**config.mk**
```make
export PLATFORM = sky130hd
export DESIGN_NAME = uart_receiver_flat
export DESIGN_NICKNAME = d
export VERILOG_FILES = /design/src/rtl/uart_pkg.sv /design/src/rtl/uart_receiver_if.sv /design/src/rtl/uart_receiver_sync_2ff.sv /design/src/rtl/uart_receiver.sv /design/src/flat_wrapper.sv
export SDC_FILE = /design/constraint.sdc
export NUM_CORES = 1
export LEC_CHECK = 0
export ABC_AREA = 1
export BUFFER_PORTS_ARGS = -buffer_cell sky130_fd_sc_hd__buf_2
export CAP_MARGIN = 10
export CORE_ASPECT_RATIO = 0.9
export CORE_MARGIN = 3
export CORE_UTILIZATION = 40
export DETAILED_ROUTE_END_ITERATION = 6
export GPL_TIMING_DRIVEN = 0
export PLACE_DENSITY_LB_ADDON = 0.08
export SYNTH_ARGS = -nofsm -noshare
export SYNTH_HDL_FRONTEND = slang
export SYNTH_SLANG_ARGS = --single-unit
```
**constraint.sdc**
```tcl
create_clock -name clk -period 2.15 [get_ports clk]
set_clock_uncertainty 0.05 [all_clocks]
set_input_delay 0.43 -clock clk [delete_from_list [all_inputs] [get_ports clk]]
set_output_delay 0.43 -clock clk [all_outputs]
set_load 0.01 [all_outputs]
```
**src/rtl/uart_pkg.sv**
```systemverilog
// rtl/uart_pkg.sv - shared UART types and widths, also used by the SoC UART transmitter
package uart_pkg;

  localparam int UART_DATA_BITS = 8;
  localparam int UART_BC_W      = 16;

  typedef enum logic [1:0] {
    IDLE,
    START,
    DATA,
    STOP
  } uart_rx_state_e;

endpackage

```
**src/rtl/uart_receiver_if.sv**
```systemverilog
// rtl/uart_receiver_if.sv - serial line, bit period and received-byte bundle for uart_receiver
interface uart_receiver_if;
  import uart_pkg::*;

  logic [UART_BC_W-1:0]      bc;
  logic                      rx;
  logic                      ch_vld;
  logic [UART_DATA_BITS-1:0] ch;

  modport master (
    output bc,
    output rx,
    input  ch_vld,
    input  ch
  );

  modport slave (
    input  bc,
    input  rx,
    output ch_vld,
    output ch
  );

endinterface

```
**src/rtl/uart_receiver_sync_2ff.sv**
```systemverilog
// rtl/uart_receiver_sync_2ff.sv - generic two-flop synchronizer with a programmable reset value
module sync_2ff #(
  parameter int WIDTH = 1
) (
  input  logic             clk,
  input  logic             rst,
  input  logic [WIDTH-1:0] rst_val,
  input  logic [WIDTH-1:0] d,
  output logic [WIDTH-1:0] q
);

  logic [WIDTH-1:0] meta;

  always_ff @(posedge clk) begin
    if (rst) begin
      meta <= rst_val;
      q    <= rst_val;
    end else begin
      meta <= d;
      q    <= meta;
    end
  end

endmodule

```
**src/rtl/uart_receiver.sv**
```systemverilog
// rtl/uart_receiver.sv - 8N1 UART receiver with runtime bit period bc+1 clocks and mid-bit sampling
module uart_receiver
  import uart_pkg::*;
(
  input  logic            clk,
  input  logic            rst,
  uart_receiver_if.slave  rxif
);

  localparam logic [2:0] LAST_BIT = 3'(UART_DATA_BITS - 1);

  uart_rx_state_e            state, state_n;
  logic [UART_BC_W-1:0]      cnt, cnt_n;
  logic [2:0]                bit_idx, bit_idx_n;
  logic [UART_DATA_BITS-1:0] shreg, shreg_n;
  logic [UART_DATA_BITS-1:0] ch_n;
  logic                      ch_vld_n;
  logic                      rx_s;
  logic [UART_BC_W-1:0]      h;

  // Line idles high, so the synchronizer must come out of reset at 1 to avoid a phantom start.
  sync_2ff #(.WIDTH(1)) u_rx_sync (
    .clk     (clk),
    .rst     (rst),
    .rst_val (1'b1),
    .d       (rxif.rx),
    .q       (rx_s)
  );

  assign h = rxif.bc >> 1;

  always_ff @(posedge clk) begin
    if (rst) begin
      state       <= IDLE;
      cnt         <= '0;
      bit_idx     <= '0;
      shreg       <= '0;
      rxif.ch     <= '0;
      rxif.ch_vld <= 1'b0;
    end else begin
      state       <= state_n;
      cnt         <= cnt_n;
      bit_idx     <= bit_idx_n;
      shreg       <= shreg_n;
      rxif.ch     <= ch_n;
      rxif.ch_vld <= ch_vld_n;
    end
  end

  always_comb begin
    state_n   = state;
    cnt_n     = cnt;
    bit_idx_n = bit_idx;
    shreg_n   = shreg;
    ch_n      = rxif.ch;
    ch_vld_n  = 1'b0;

    unique case (state)
      IDLE: begin
        if (!rx_s) begin
          state_n = START;
          cnt_n   = '0;
        end
      end

      // Half a bit in, the line must still be low or the edge was a glitch.
      START: begin
        if (cnt != h) begin
          cnt_n = cnt + 1'b1;
        end else if (!rx_s) begin
          state_n   = DATA;
          cnt_n     = '0;
          bit_idx_n = '0;
        end else begin
          state_n = IDLE;
        end
      end

      DATA: begin
        if (cnt != rxif.bc) begin
          cnt_n = cnt + 1'b1;
        end else begin
          shreg_n   = {rx_s, shreg[UART_DATA_BITS-1:1]};
          cnt_n     = '0;
          bit_idx_n = bit_idx + 1'b1;
          if (bit_idx == LAST_BIT) begin
            state_n = STOP;
          end
        end
      end

      // A low stop bit drops the byte silently; IDLE re-arms straight away to resynchronise.
      STOP: begin
        if (cnt != rxif.bc) begin
          cnt_n = cnt + 1'b1;
        end else begin
          if (rx_s) begin
            ch_n     = shreg;
            ch_vld_n = 1'b1;
          end
          cnt_n   = '0;
          state_n = IDLE;
        end
      end

      default: state_n = IDLE;
    endcase
  end

endmodule

```
**src/flat_wrapper.sv**
```systemverilog
// flat-port wrapper written by rule: the top's interface ports become plain ports
module uart_receiver_flat import uart_pkg::*;
  (clk, rst, rxif_bc, rxif_rx, rxif_ch_vld, rxif_ch);
  uart_receiver_if rxif_i ();
  input  logic clk;
  input  logic rst;
  input wire logic [$bits(rxif_i.bc)-1:0] rxif_bc;
  input wire logic [$bits(rxif_i.rx)-1:0] rxif_rx;
  output wire logic [$bits(rxif_i.ch_vld)-1:0] rxif_ch_vld;
  output wire logic [$bits(rxif_i.ch)-1:0] rxif_ch;
  assign rxif_i.bc = rxif_bc;
  assign rxif_i.rx = rxif_rx;
  assign rxif_ch_vld = rxif_i.ch_vld;
  assign rxif_ch = rxif_i.ch;
  uart_receiver u_core (.clk(clk), .rst(rst), .rxif(rxif_i));
endmodule
```
==> flow_summary.ini <==
[outcome]
status = complete, no violations

[clocking]
ctsResizeCount = 0
cts_tree = done
clkLatencyLatePin_ns = 0.30
clk_pin_slew_worst_paths_ns = 0.08
postCtsSetupRepairBufs = 0
cts_buffers = 5
cts_root_buffer = clkbuf_8
clock_path_buffers = 2
ctsHoldBuffers = 0
h-tree-depth = 2
cts.sinks = 40

[yosys]
synth_seq_cells = 40
avgSynthCellArea_um2 = 6.07
syn_nets = 423
synthesis.area_mm2 = 0.00243
yosys_warnings = 0
synth.distinct_cells = 26
ys_seq_area_share_pct = 32.9
netlist_instances = 401

[route]
ant_nets = 0
drt_wl_total_um = 5590
drt-initial-drc-count = 134
wl_per_cell_um = 11.1
vias_per_cell = 4.69
drcViolationCount = 0
drtPass1Iterations = 4
dr_total_vias = 2367

[placement]
io_buffers = 26
dp_hpwl_um = 4220
routabilityCongestion = 0.753

[sta]
period_share_pct = 88.6
fmax_ghz = 0.525
setup_violations = 0
rsz0062_at_grt = no
tightestPinTransition_ns = 0.562
period_needed_ns = 1.90
slew_violations = 0
final.setup.tns_ns = 0
hold_viol = 0
slew_headroom_pct = 62.6

[worst_setup_path]
setup.worst_path.end_class = flip-flop
ff2ff_path_depth = 12
cp-start-kind = flip-flop
crit_required_ns = 2.26
arrival_ns = 2.01
critPathMaxFanout = 10
crit_type = reg2reg

[finish]
fin_util_pct = 47.7
layout-drive-gt1-share_pct = 13.8
multi_input_area_mm2 = 0.00133
area.growth.synth_to_final_pct = 13.5
fill_cells = 644
antenna_cells = 0
seqCellArea_um2 = 801
nets = 456

[grt]
antenna_found_initial = 0
grt_pass1_wl_um = 9320
grt_max_degree = 14
grt-ovfl-total = 0
grt_util_all_layers_pct = 16.7
grt_pass1_vias = 2053

[power]
finalPower_mw = 1.60
ir_drop_v = 0.000421
cellPowerDensity_mw_per_mm2 = 580
leakagePower_nw = 1.33

[floorplan]
die_h_um = 80.0
start_util_pct = 42.0
dieArea_mm2 = 0.00705
coreArea_mm2 = 0.00579
io_pins = 28
row_count = 26
die_x_um = 88.2

[min_path]
min_path_cells = 2
hp-class = in2reg

[flow_run]
maxCapViolCount = 0
final cells by class:
class	instances	area share [%]
inverter	57	7.75
buffer	13	3.13
tap	70	3.17
timing repair buffer	26	4.71
clock inverter	3	1.54
multi-input combinational	291	48.2
sequential	40	29.0
clock buffer	5	2.49
logic make-up (layout without fill, tap and decap cells):
family	after synthesis	in the layout	share of synthesized area [%]
XOR/XNOR	9	9	3.24
AO/OA/AOI/OAI	56	56	11.9
AND/OR/NAND/NOR	223	223	38.0
flip-flops	40	40	32.9
buffers and inverters	70	104	12.3
adder cells (fa/ha/maj)	3	3	1.54
where the power goes:
part / internal (mW) / leakage (nW) / total (mW) / switching [mW]
clock: 0.344 / 0.0541 / 0.617 / 0.274
sequential: 0.751 / 0.323 / 0.761 / 0.0101
combinational: 0.0775 / 0.955 / 0.223 / 0.146
synth_stat cells (all sizes together):
| library cell | number | area (um2) |
|---|---|---|
| o21ai | 22 | 114 |
| o21bai | 1 | 7.51 |
| or2 | 2 | 12.5 |
| nor4 | 3 | 18.8 |
| clkbuf | 5 | 18.8 |
| nand4 | 2 | 12.5 |
| ha | 3 | 37.5 |
| dfxtp | 40 | 801 |
| xor2 | 9 | 78.8 |
| inv | 57 | 214 |
| nor2 | 48 | 193 |
| nand3 | 28 | 153 |
| nor3 | 2 | 10.0 |
| a21oi | 33 | 169 |
| nand2 | 138 | 526 |
| buf | 8 | 67.6 |
placed cells by master, fill, tap and decap left out, types with 4 or more instances in the layout:
master and count:
inv_2 8, a21oi_1 32, o21ai_0 20, xor2_1 9, nand2_1 135, clkbuf_1 5, dfxtp_1 40, inv_1 49
nor2_1 45, nand3_1 27, buf_4 4, buf_2 26, clkbuf_8 5
metrics by stage:
step | setup slack (ns) | area (um2) | cells | hold slack (ns)
2_1_floorplan | 0.630 | 2430 | 401 | 0.339
3_3_place_gp | 0.205 | 2650 | 497 | 0.343
3_5_place_dp | 0.212 | 2650 | 497 | 0.349
4_1_cts | 0.255 | 2760 | 505 | 0.254
5_1_grt | 0.0689 | 2760 | 505 | 0.256
6_report | 0.245 | 2760 | 505 | 0.264
registers in the layout, indices dropped and copies added, names as in the netlist, named ones only:
| signal | flops |
|---|---|
| u_core.rxif.ch_vld | 1 |
| u_core.u_rx_sync.meta | 1 |
| u_core.cnt | 16 |
| u_core.state | 1 |
| u_core.u_rx_sync.q | 1 |
| u_core.bit_idx | 3 |
| u_core.rxif.ch | 8 |
| u_core.shreg | 8 |
worst max-delay path: stages (launching register included):
cell and delay, ns:
dfxtp_1 0.47, inv_2 0.09, nand2_1 0.06, nand2_1 0.05, nor2_1 0.08, nand2_1 0.06, nor2_1 0.18, nand2_1 0.14
nand2_1 0.14, nand2_2 0.15, buf_6 0.18, nand2_1 0.06, a21oi_1 0.05
metal layers:
layer	global-route usage (%)	part of all wire [%]	wire length (um)
met1	24.7	54	3010
met2	24.3	41	2310
met3	4.13	3.8	213
met4	3.63	0.93	52
met5	0	0	0
final timing paths:
path	start	endpoint	slack [ns]
setup / recovery	u_core.cnt[11]$_SDFF_PP0_	u_core.cnt[1]$_SDFF_PP0_	0.25
hold / removal	rxif_rx	u_core.u_rx_sync.meta$_SDFF_PP1_	0.26
setup reg to reg	u_core.cnt[11]$_SDFF_PP0_	u_core.cnt[1]$_SDFF_PP0_	0.25
hold reg to reg	u_core.u_rx_sync.meta$_SDFF_PP1_	u_core.u_rx_sync.q$_SDFF_PP1_	0.36
No activity file was read; power rests on OpenSTA's default activity.
